## config.mk

```make
export PLATFORM = sky130hd
export DESIGN_NAME = uart_tx_fifo
export DESIGN_NICKNAME = d
export VERILOG_FILES = /design/src/rtl/uart_tx_fifo.sv
export SDC_FILE = /design/constraint.sdc
export NUM_CORES = 1
export LEC_CHECK = 0
export ABC_AREA = 1
export BUFFER_PORTS_ARGS = -buffer_cell sky130_fd_sc_hd__buf_2
export CAP_MARGIN = 20
export CELL_PAD_IN_SITES_DETAIL_PLACEMENT = 1
export CELL_PAD_IN_SITES_GLOBAL_PLACEMENT = 1
export CORE_MARGIN = 4
export CORE_UTILIZATION = 30
export DETAILED_ROUTE_END_ITERATION = 10
export GPL_TIMING_DRIVEN = 0
export HOLD_SLACK_MARGIN = 0.15
export PLACE_DENSITY = 0.56
export SLEW_MARGIN = 25
export SYNTH_ARGS = -nofsm -noshare
export SYNTH_HDL_FRONTEND = slang
export SYNTH_SLANG_ARGS = --single-unit
export TNS_END_PERCENT = 50
```

## constraint.sdc

```tcl
create_clock -name clk -period 2.81 [get_ports clk]
set_input_delay 0.7025 -clock clk [delete_from_list [all_inputs] [get_ports clk]]
set_output_delay 0.7025 -clock clk [all_outputs]
set_load 0.1 [all_outputs]
```

## src/rtl/uart_tx_fifo.sv

```systemverilog
// uart_tx_fifo: byte FIFO feeding an 8N1 UART transmitter (LSB first).
// Frames go out back-to-back while the FIFO holds data; tx idles high.
//
// Write handshake: a byte is accepted on a rising clk edge where
// wr_valid=1 and wr_ready=1. wr_ready is low only when the FIFO is full,
// is decoded from the registered count, and does not rise in a cycle that
// pops (no pass-through). wr_valid with wr_ready=0 is dropped silently.
module uart_tx_fifo #(
  parameter int CLKS_PER_BIT = 87,
  parameter int FIFO_DEPTH   = 4
) (
  input  logic                          clk,
  input  logic                          rst,
  input  logic [7:0]                    wr_data,
  input  logic                          wr_valid,
  output logic                          wr_ready,
  output logic                          tx,
  output logic                          busy,
  output logic [$clog2(FIFO_DEPTH):0]   fifo_count
);

  localparam int PW = $clog2(FIFO_DEPTH);
  localparam int CW = PW + 1;
  localparam int BW = $clog2(CLKS_PER_BIT);
  localparam logic [BW-1:0] BAUD_RELOAD = BW'(CLKS_PER_BIT - 1);
  localparam logic [CW-1:0] DEPTH_C     = CW'(FIFO_DEPTH);

  typedef enum logic [1:0] {IDLE, START, DATA, STOP} state_t;

  state_t          state_q, state_d;
  logic [7:0]      mem [FIFO_DEPTH];
  logic [PW-1:0]   wr_ptr, rd_ptr;
  logic [CW-1:0]   count_q;
  logic            push, pop, fifo_empty;
  logic            tx_q, tx_d;
  logic [7:0]      shift_q, shift_d;
  logic [BW-1:0]   baud_q, baud_d;
  logic [2:0]      bit_q, bit_d;

  assign fifo_empty = (count_q == '0);
  assign wr_ready   = (count_q != DEPTH_C);
  assign push       = wr_valid && wr_ready;
  assign fifo_count = count_q;
  assign busy       = (state_q != IDLE) || !fifo_empty;
  assign tx         = tx_q;

  // FIFO storage: written only on an accepting edge, so later wr_data changes are ignored.
  always_ff @(posedge clk) begin
    if (push) mem[wr_ptr] <= wr_data;
  end

  // FIFO pointers and occupancy; pointers wrap naturally since depth is a power of two.
  always_ff @(posedge clk or posedge rst) begin
    if (rst) begin
      wr_ptr  <= '0;
      rd_ptr  <= '0;
      count_q <= '0;
    end else begin
      if (push) wr_ptr <= wr_ptr + 1'b1;
      if (pop)  rd_ptr <= rd_ptr + 1'b1;
      case ({push, pop})
        2'b10:   count_q <= count_q + 1'b1;
        2'b01:   count_q <= count_q - 1'b1;
        default: count_q <= count_q;
      endcase
    end
  end

  // State and serialiser registers; reset forces tx high immediately.
  always_ff @(posedge clk or posedge rst) begin
    if (rst) begin
      state_q <= IDLE;
      tx_q    <= 1'b1;
      shift_q <= '0;
      baud_q  <= '0;
      bit_q   <= '0;
    end else begin
      state_q <= state_d;
      tx_q    <= tx_d;
      shift_q <= shift_d;
      baud_q  <= baud_d;
      bit_q   <= bit_d;
    end
  end

  // Next-state logic: each bit lasts CLKS_PER_BIT cycles; STOP chains straight into START when data waits.
  always_comb begin
    state_d = state_q;
    tx_d    = tx_q;
    shift_d = shift_q;
    baud_d  = baud_q;
    bit_d   = bit_q;
    pop     = 1'b0;
    case (state_q)
      IDLE: begin
        tx_d = 1'b1;
        if (!fifo_empty) begin
          pop     = 1'b1;
          shift_d = mem[rd_ptr];
          baud_d  = BAUD_RELOAD;
          tx_d    = 1'b0;
          state_d = START;
        end
      end
      START: begin
        if (baud_q == '0) begin
          baud_d  = BAUD_RELOAD;
          bit_d   = 3'd0;
          tx_d    = shift_q[0];
          state_d = DATA;
        end else begin
          baud_d = baud_q - 1'b1;
        end
      end
      DATA: begin
        if (baud_q == '0) begin
          baud_d = BAUD_RELOAD;
          if (bit_q == 3'd7) begin
            tx_d    = 1'b1;
            state_d = STOP;
          end else begin
            shift_d = shift_q >> 1;
            tx_d    = shift_q[1];
            bit_d   = bit_q + 1'b1;
          end
        end else begin
          baud_d = baud_q - 1'b1;
        end
      end
      STOP: begin
        if (baud_q == '0) begin
          if (!fifo_empty) begin
            pop     = 1'b1;
            shift_d = mem[rd_ptr];
            baud_d  = BAUD_RELOAD;
            tx_d    = 1'b0;
            state_d = START;
          end else begin
            tx_d    = 1'b1;
            state_d = IDLE;
          end
        end else begin
          baud_d = baud_q - 1'b1;
        end
      end
      default: begin
        tx_d    = 1'b1;
        state_d = IDLE;
      end
    endcase
  end

endmodule

```

Word level (Yosys, flattened, before mapping)

Memories as Yosys holds them, arrays and structs flattened.
Cells that the tools add are included.

Add/subtract/negate cells: 6
Mux-type cells: 32
Reductions and logical operators: 15
Equal/unequal tests: 13

Operators by type and width:

| cell                | number |
|---|---|
| $mux 8              | 4 |
| $pmux 8 s3          | 1 |
| $mux 7              | 3 |
| $pmux 7 s3          | 1 |
| $ne 2x2->1 const B  | 6 |
| $pmux 3 s2          | 2 |
| $mux 1              | 10 |
| $mux 2              | 5 |
| $mux 3              | 3 |
| $pmux 2 s4          | 1 |
| $reduce_and 4->1    | 2 |
| $logic_not 7->1     | 1 |
| $sub 7x1->7 const B | 1 |
| $add 3x1->3 const B | 2 |
| $eq 2x2->1 const B  | 3 |
| $reduce_bool 2->1   | 3 |
| $reduce_and 5->1    | 1 |
| $add 2x1->2 const B | 2 |
| $eq 2x1->1 const B  | 2 |
| $pmux 1 s4          | 1 |
| $eq 3x3->1 const B  | 1 |
| $logic_not 3->1     | 1 |
| $ne 3x3->1 const B  | 1 |
| $reduce_and 3->1    | 1 |
| 8 further kinds     | 8 |

Memories kept: 1
Input bits: 11
Flip-flop bits (word level): 28
Logic and storage cells: 75
RAM bits: 32

Memory list:

| memory | depth | bits a word | rd ports | clocked after Yosys merged registers in | wr ports | line | text |
|---|---|---|---|---|---|---|---|
| mem    | 4     | 8           | 1        | 0                                       | 1        | 31   | `logic [7:0] mem [FIFO_DEPTH];` |

Longest topological paths before layout

Gate-level depths: netlist (run 1).

Depth after elaboration: 6
Mapped depth: 14

Least setup slack after synthesis (run 1)

OpenSTA, ideal clock, no wires.

Kind: flip-flop to flip-flop
From: reg count_q[2] (netlist: fifo_count[2])
To: reg count_q[2] (netlist: fifo_count[2])
Period minus slack after synthesis: 3.315 ns
Library setup time: 0.131 ns
Buffers on the path: 0
Data arrival time: 3.184 ns
Stages on the path, launching flop included: 9
Path slack: -0.505 ns
Cells stage by stage: dfrtp_1 -> nand2_1 -> nand2_1 -> ha_1 -> inv_1 -> fa_1 -> a21oi_1 -> o21ai_0 -> xor2_1

Elaborated cells on any way between the ends: 12
Those cells by class: 2 x add/sub; 3 x eq/ne; 4 x mux; 3 x reduce/logical

RTL lines:

| what                                                   | line | text |
|---|---|---|
| start: declaration                                     | 33   | `logic [CW-1:0] count_q;` |
| start signal: assignment                               | 62   | `2'b10: count_q <= count_q + 1'b1;` |
| start signal: assignment                               | 63   | `2'b01: count_q <= count_q - 1'b1;` |
| start signal: assignment                               | 64   | `default: count_q <= count_q;` |
| $ne 3x3->1 (*)                                         | 41   | `assign wr_ready = (count_q != DEPTH_C);` |
| net wr_ready                                           | 16   | `output logic wr_ready,` |
| $logic_and 1x1->1 (*)                                  | 42   | `assign push = wr_valid && wr_ready;` |
| $eq 2x1->1 / $eq 2x2->1 (equally long branches)        | 61   | `case ({push, pop})` |
| $pmux 3 s2 / $reduce_bool 2->1 (equally long branches) | n/a  |  |

The timed path passes the listed nets; every way through them passes the cells marked *.
A chain may end at the register's enable or synchronous reset.

Worst setup path in the final report (run 1)

From: reg state_q[0]
To: reg count_q[2] (netlist: fifo_count[2])

Longest elaborated chain between the ends: 4
Elaborated cells on any way between the ends: 7
Those cells by class: 3 x eq/ne; 2 x mux; 2 x reduce/logical

Ends and longest elaborated chain:

| what                                                   | line | text |
|---|---|---|
| start: declaration                                     | 30   | `state_t state_q, state_d;` |
| start signal: assignment                               | 78   | `state_q <= state_d;` |
| $eq 2x2->1 / $logic_not 2->1 (equally long branches)   | 94   | `case (state_q)` |
| $pmux 1 s2 (*)                                         | 94   |  |
| net pop                                                | 34   | `logic push, pop, fifo_empty;` |
| $eq 2x1->1 / $eq 2x2->1 (equally long branches)        | 61   |  |
| $pmux 3 s2 / $reduce_bool 2->1 (equally long branches) | n/a  |  |

Marks and branches as above.

==> run_results.csv, run 1 <==
group,metric,value,unit
setup_path,worstPathCellList,"inv_1, ha_1, nor2_1, nand2_1, inv_1, ha_1, inv_1, fa_1, a21oi_1, o21ai_0, xor2_1",
place,port_buffers,16,
routing,drt-initial-drc-count,109,
clock_tree,cts_tree,"yes",
status,status,"complete, no violations",
place,dp_hpwl,4.89,mm
routing,routed_wl,7.05,mm
synth,yosys.area.top_type,"edfxtp_1",
setup_path,cp-end-kind,"flop",
timing,fin_setup_tns,0,ps
routing,vias,2283,
floorplan,die_w,108,um
synth,yosys_register_bits,60,
clock_tree,postCtsSetupRepairBufs,0,
finish,seq_area,1670,um^2
setup_path,startpoint,"state_q[0]",
timing,finalHoldViolations,0,
setup_path,r2r_cells,11,
synth,yosys_warnings,0,
setup_path,worstSetupEndpoint,"fifo_count[2]",
setup_path,rrSetupSlack,270,ps
finish,nNetsFinal,383,
clock_tree,cts.path.max_buffers,2,
min_path,hp-class,"in2async",
setup_path,worst_path_max_delay_cell,"dfrtp_1",
power_and_ir_drop,ir_worst_vdd,0.336,mV
clock_tree,cts.hold.buffers_added,0,
routing,route.detailed.drc,0,
setup_path,start_kind,"flop",
timing,setup_violations,0,
power_and_ir_drop,p_leak,1.57,nW
clock_tree,cts_sinks,60,
synth,synthCells,331,
routing,routedWlPerCell,14.2,um
floorplan,die_h,108,um
clock_tree,cts_root_buf,"clkbuf_8",
synth,synth_top_area_share,31.9,%
power_and_ir_drop,powerDensity,752,nW/um^2
finish,syn_to_final_growth,15.8,%
setup_path,max_stage_delay,440,ps
routing,drt_pass1_iterations,4,
setup_path,arrival,2770,ps
setup_path,worstPathRequired,3040,ps
floorplan,rows,36,
floorplan,coreArea,9770,um^2
setup_path,r2r_start,"state_q[0]",
grt,grt_pass1_vias,2333,
routing,vias_per_cell,4.60,
synth,avgSynthCellArea,9.09,um^2
finish,n_fill_cell,1164,
timing,finalMaxSlewViolations,0,
clock_tree,insertion_delay,350,ps
setup_path,timing.critical_path.mode_cell,"inv_1",
place,dp_cells,480,
floorplan,die_area,11700,um^2
setup_path,r2r_end,"fifo_count[2]",
timing,fmax,393,MHz
grt,antenna_found_initial,0,
flow_run,drv_cap,0,
timing,worst_pin_slew,849,ps
grt,grt_pass1_wl,11.9,mm
clock_tree,clk_pin_slew_worst_paths,80,ps
synth,synth_nets,356,
timing,period_share,90.5,%
timing,slew_headroom,43.2,%
finish,drive_above_1_share,15.4,%
place,place.gp.congestion,0.734,
synth,ys_types,29,
grt,grt_max_degree,29,
finish,fin_cells,496,
clock_tree,ctsResizeCount,0,
floorplan,boundaryPins,17,
timing,rsz0062_at_grt,"false",
finish,multiInputGateArea,1180,um^2
grt,grt.overflow.total,0,
synth,synth_area_leaders,"edfxtp_1 32%, dfrtp_1 22%, nand2_1 14%",
timing,period_minus_slack,2540,ps
synth,netlist_area,3010,um^2
routing,ant_nets,0,
finish,diodes,0,
clock_tree,h-tree-depth,3,
timing,fin_skew,13.2,ps
setup_path,critPathKind,"reg2reg",
grt,grt_use_total,13.4,%
synth,ys_seq_area_share,55.3,%
floorplan,initial_utilization,30.8,%
clock_tree,cts_buffers,9,
setup_path,path_max_fanout,5,
-- area by class of cell --
class / instances / share of cell area, %
clock buffer: 9 / 3.55
tap: 133 / 4.77
clock inverter: 7 / 2.87
timing repair buffer: 16 / 2.30
multi-input combinational: 230 / 33.9
buffer: 7 / 1.15
sequential: 60 / 47.8
inverter: 34 / 3.66
-- routing by layer --
metal  vias to the layer above  global-route usage [%]  routed length [um]
li1                       1127                       -                   -
met1                      1122                    17.5                3400
met2                        23                    21.2                3320
met3                        11                    4.18                 217
met4                         0                    4.60                 107
met5                         -                       0                   0
-- synth_stat cells (all sizes together) --
| library cell | count |
|---|---|
| a21oi | 6 |
| ha | 13 |
| nor2 | 18 |
| xor2 | 4 |
| dfstp | 1 |
| or2 | 1 |
| clkbuf | 3 |
| edfxtp | 32 |
| o21bai | 2 |
| xnor2 | 1 |
| and2 | 1 |
| o21ai | 10 |
| inv | 34 |
| nand3 | 54 |
| buf | 4 |
| dfrtp | 27 |
| fa | 1 |
| nand2 | 119 |
-- state kept, by name, summed over array words and instances, names as in the netlist --
| name | flops |
|---|---|
| fifo_count | 3 |
| mem | 32 |
| bit_q | 3 |
| baud_q | 7 |
| rd_ptr | 2 |
| state_q | 2 |
| tx | 1 |
| wr_ptr | 2 |
| shift_q | 8 |
-- metrics by stage --
stage	cell area, um^2	utilization, %	worst slack (ps)	hold WS, ps	total power [mW]
floorplan	3020	-	117	442	1.59
global placement	3260	33.4	304	454	1.73
detailed placement	3260	33.4	247	463	1.76
CTS	3490	35.7	235	426	2.66
global route	3490	35.7	23.9	450	2.76
finish	3490	35.7	267	412	2.62
-- how the worst min path moves through the flow --
stage / start / endpoint / slack [ps] / cells after the start
5_1_grt: rst / wr_ptr[0] / 450 / 2
6_report: rst / wr_ptr[1] / 410 / 2
3_5_place_dp: shift_q[3] / shift_q[3] / 460 / 2
3_3_place_gp: shift_q[2] / shift_q[2] / 450 / 2
2_1_floorplan: shift_q[0] / shift_q[0] / 440 / 2
4_1_cts: rst / wr_ptr[1] / 430 / 2
-- kinds of logic (layout without fill, tap and decap cells) --
logic type                 Yosys count  in the layout  share of synthesized area, %
and+or+nand+nor                    193            193                          28.0
DFF                                 60             60                          55.3
buffers and inverters               41             73                          5.57
AOI/OAI and AO/OA                   18             18                          3.66
adders and majority gates           14             14                          6.07
xor gates and xnor gates             5              5                          1.46
-- worst max-delay path, delay by kind of cell, from the launching register on --
family | cells | cell delay (ps)
AO/OA/AOI/OAI | 2 | 260
XOR/XNOR | 1 | 150
adder cells (fa/ha/maj) | 3 | 870
buffers and inverters | 3 | 250
flip-flops | 1 | 440
AND/OR/NAND/NOR | 2 | 430
-- power breakdown --
group / internal (mW) / switching (mW)
registers: 1.07 / 0.0522
logic: 0.119 / 0.480
clock network: 0.505 / 0.391
total: 1.70 / 0.924
-- placed cells by master (no fill, tap or decap), types with 2 or more instances in the layout --
cell type  instances
edfxtp_1          32
nor2_2             2
nor2_1            14
inv_2              4
inv_1             30
nand2_2            3
buf_2             18
ha_1              13
o21ai_0            8
clkbuf_1           3
clkbuf_8           9
xor2_1             4
o21bai_1           2
nand3_1           53
bufinv_16          2
nor2_4             2
nand2_1          115
a21oi_1            5
dfrtp_1           24
clkinv_4           3
dfrtp_2            3
No activity file was read; power rests on OpenSTA's default activity.
==> run 2: changes to the inputs <==
--- a/config.mk
+++ b/config.mk
@@ -5,7 +5,6 @@
 export SDC_FILE = /design/constraint.sdc
 export NUM_CORES = 1
 export LEC_CHECK = 0
-export ABC_AREA = 1
 export BUFFER_PORTS_ARGS = -buffer_cell sky130_fd_sc_hd__buf_2
 export CAP_MARGIN = 20
 export CELL_PAD_IN_SITES_DETAIL_PLACEMENT = 1
@@ -15,7 +14,7 @@
 export DETAILED_ROUTE_END_ITERATION = 10
 export GPL_TIMING_DRIVEN = 0
 export HOLD_SLACK_MARGIN = 0.15
-export PLACE_DENSITY = 0.56
+export PLACE_DENSITY_LB_ADDON = 0.1
 export SLEW_MARGIN = 25
 export SYNTH_ARGS = -nofsm -noshare
 export SYNTH_HDL_FRONTEND = slang
==> run_results.csv, run 2 <==
group,metric,value,unit
status,status,"complete, no violations",
clock_tree,cts_root_buf,"clkbuf_8",
grt,antenna_found_initial,0,
synth,ys.flop_type,"edfxtp_1",
clock_tree,cts_buffers,9,
grt,grt_pass1_wl,11.7,mm
clock_tree,cts_tree,"yes",
synth,synthCells,250,
setup_path,arrival,2860,ps
synth,synth_top_area_share,32.0,%
finish,largest_reg_flops,32,
setup_path,worstPathRequired,3060,ps
synth,yosys.area.top_type,"edfxtp_1",
synth,synthArstFlopShare,46.7,%
clock_tree,cts.path.max_buffers,2,
finish,nNetsFinal,302,
floorplan,die_h,108,um
finish,syn_to_final_growth,15.9,%
finish,layout_commonest_cell,"edfxtp_1",
routing,routed_wl,6.80,mm
finish,diodes,0,
floorplan,coreArea,9770,um^2
finish,final_cell_mix,"32 x edfxtp_1, 26 x dfrtp_1, 18 x nor2_1, 18 x buf_2",
setup_path,worstPathCellList,"inv_1, ha_1, clkbuf_1, nor3_2, ha_1, inv_1, fa_1, xor2_1, nor2_1, xor2_1",
routing,ant_nets,0,
synth,netlist_area,3010,um^2
synth,netlist_top_cells_count,"32 x edfxtp_1, 27 x dfrtp_1, 18 x nor2_1, 17 x inv_1, 16 x mux2i_1",
routing,vias_per_cell,5.06,
floorplan,initial_utilization,30.8,%
timing,slew_headroom,57.5,%
timing,fmax,382,MHz
grt,grt_use_met2,20.5,%
synth,ys_types,51,
timing,finalMaxSlewViolations,0,
grt,gr-usage-met1,17.6,%
floorplan,die_w,108,um
setup_path,cp-end-kind,"flop",
grt,grt_use_total,12.9,%
routing,routedWlPerCell,16.4,um
setup_path,start_kind,"flop",
place,place.gp.congestion,0.748,
place,dp_hpwl,4.75,mm
synth,synth_edf_count,32,
place,dp_cells,399,
grt,grt.overflow.total,0,
clock_tree,clk_pin_slew_worst_paths,80,ps
power_and_ir_drop,ir_worst_vdd,0.337,mV
timing,rsz0062_at_grt,"false",
setup_path,worst_path_max_delay_cell,"dfrtp_1",
synth,yosys_warnings,0,
place,port_buffers,16,
timing,fin_skew,8.30,ps
synth,ys_seq_area_share,55.3,%
clock_tree,insertion_delay,330,ps
power_and_ir_drop,powerDensity,718,nW/um^2
grt,grt_max_degree,29,
routing,vias,2100,
finish,fin_cells,415,
flow_run,drv_cap,0,
floorplan,boundaryPins,17,
setup_path,critPathKind,"reg2reg",
min_path,hp-class,"in2async",
synth,synth_nets,275,
grt,use_met3,3.40,%
timing,timing.hold.ws,450,ps
clock_tree,cts_sinks,60,
timing,worst_pin_slew,636,ps
clock_tree,cts.hold.buffers_added,0,
finish,largestRegisters,"mem (32), shift_q (8), baud_q (7)",
synth,avgSynthCellArea,12.0,um^2
grt,grt_pass1_vias,2201,
setup_path,crit_family,"adder cells",
finish,drive_above_1_share,20.2,%
routing,route.detailed.drc,0,
floorplan,rows,36,
timing,period_share,93.0,%
synth,yosys_register_bits,60,
timing,setup_violations,0,
synth,yosysMostFrequentCell,"edfxtp_1",
synth,synth_area_leaders,"edfxtp_1 32%, dfrtp_1 22%, ha_1 5.4%",
grt,grt.busiest_layer,"met2",
power_and_ir_drop,p_leak,1.34,nW
setup_path,crit_buf_inv,3,
timing,finalHoldViolations,0,
clock_tree,h-tree-depth,3,
timing,period_minus_slack,2610,ps
setup_path,path_max_fanout,10,
setup_path,max_stage_delay,410,ps
floorplan,die_area,11700,um^2
routing,drt-initial-drc-count,49,
routing,drt_pass1_iterations,4,
finish,regMostFlops,"mem",
==> run 2: worst paths after layout <==
check	depth (start not counted)	start	end	slack, ps
setup / recovery	10	state_q[0]	fifo_count[2]	200
hold / removal	2	rst	baud_q[2]	450
max in group asynchronous	2	rst	fifo_count[2]	1910
min in group clk	1	shift_q[7]	shift_q[7]	510
hold reg to reg	1	shift_q[7]	shift_q[7]	510
setup reg to reg	10	state_q[0]	fifo_count[2]	200
==> run 2: report_power, final <==
part	switching, mW	total [mW]	internal (mW)
logic	0.429	0.564	0.135
clock network	0.386	0.800	0.414
registers	0.0666	1.14	1.07
==> run 2: metal layers <==
| layer | vias up | routed length (um) | share of wire (%) |
|---|---|---|---|
| li1 | 990 | - | - |
| met1 | 1074 | 3370 | 50 |
| met2 | 30 | 3190 | 47 |
| met3 | 6 | 167 | 2.5 |
| met4 | 0 | 72 | 1.1 |
| met5 | - | 0 | 0 |
==> run 2: cell type report <==
cell class | count | area [um^2]
fillers | 1085 | 6290
well taps | 133 | 166
flip-flops and latches | 60 | 1660
repair buffers | 17 | 87.6
clock buffers | 9 | 124
clock inverters | 7 | 75.1
inverters | 18 | 67.6
plain buffers | 13 | 70.1
multi-input cells | 158 | 1230
==> run 2: worst register-to-register path: cells and delay by family (launching register included) <==
kind / cells / cell delay [ps]
and+or+nand+nor: 2 / 440
xor gates and xnor gates: 2 / 300
DFF: 1 / 410
adders and majority gates: 3 / 940
buffers and inverters: 3 / 450
==> run 2: stage by stage <==
step	setup slack (ps)	total power [mW]	utilization (%)	setup TNS [ps]	instance area, um^2
final	195	2.50	35.7	0	3490
after global routing	7.21	2.65	35.7	0	3490
after CTS	53.0	2.55	35.6	0	3480
after detailed placement	-145	1.74	33.4	-145	3270
after global placement	-180	1.72	33.4	-180	3270
after floorplan	1.28	1.59	-	0	3020
==> run 2: cells by family after synthesis <==
family / after synthesis / synth area share [%]
flip-flops: 60 / 55.3
AND/OR/NAND/NOR: 59 / 11.0
AO/OA/AOI/OAI: 60 / 14.4
buffers and inverters: 32 / 4.70
XOR/XNOR: 6 / 1.75
adder cells (fa/ha/maj): 14 / 6.08
multiplexers: 19 / 6.82
==> run 2: what timing repair did <==
item | in CTS | in global routing
setup buffers | 0 | 1
setup endpoints to repair | 3 | 1
resized for setup | 3 | 0
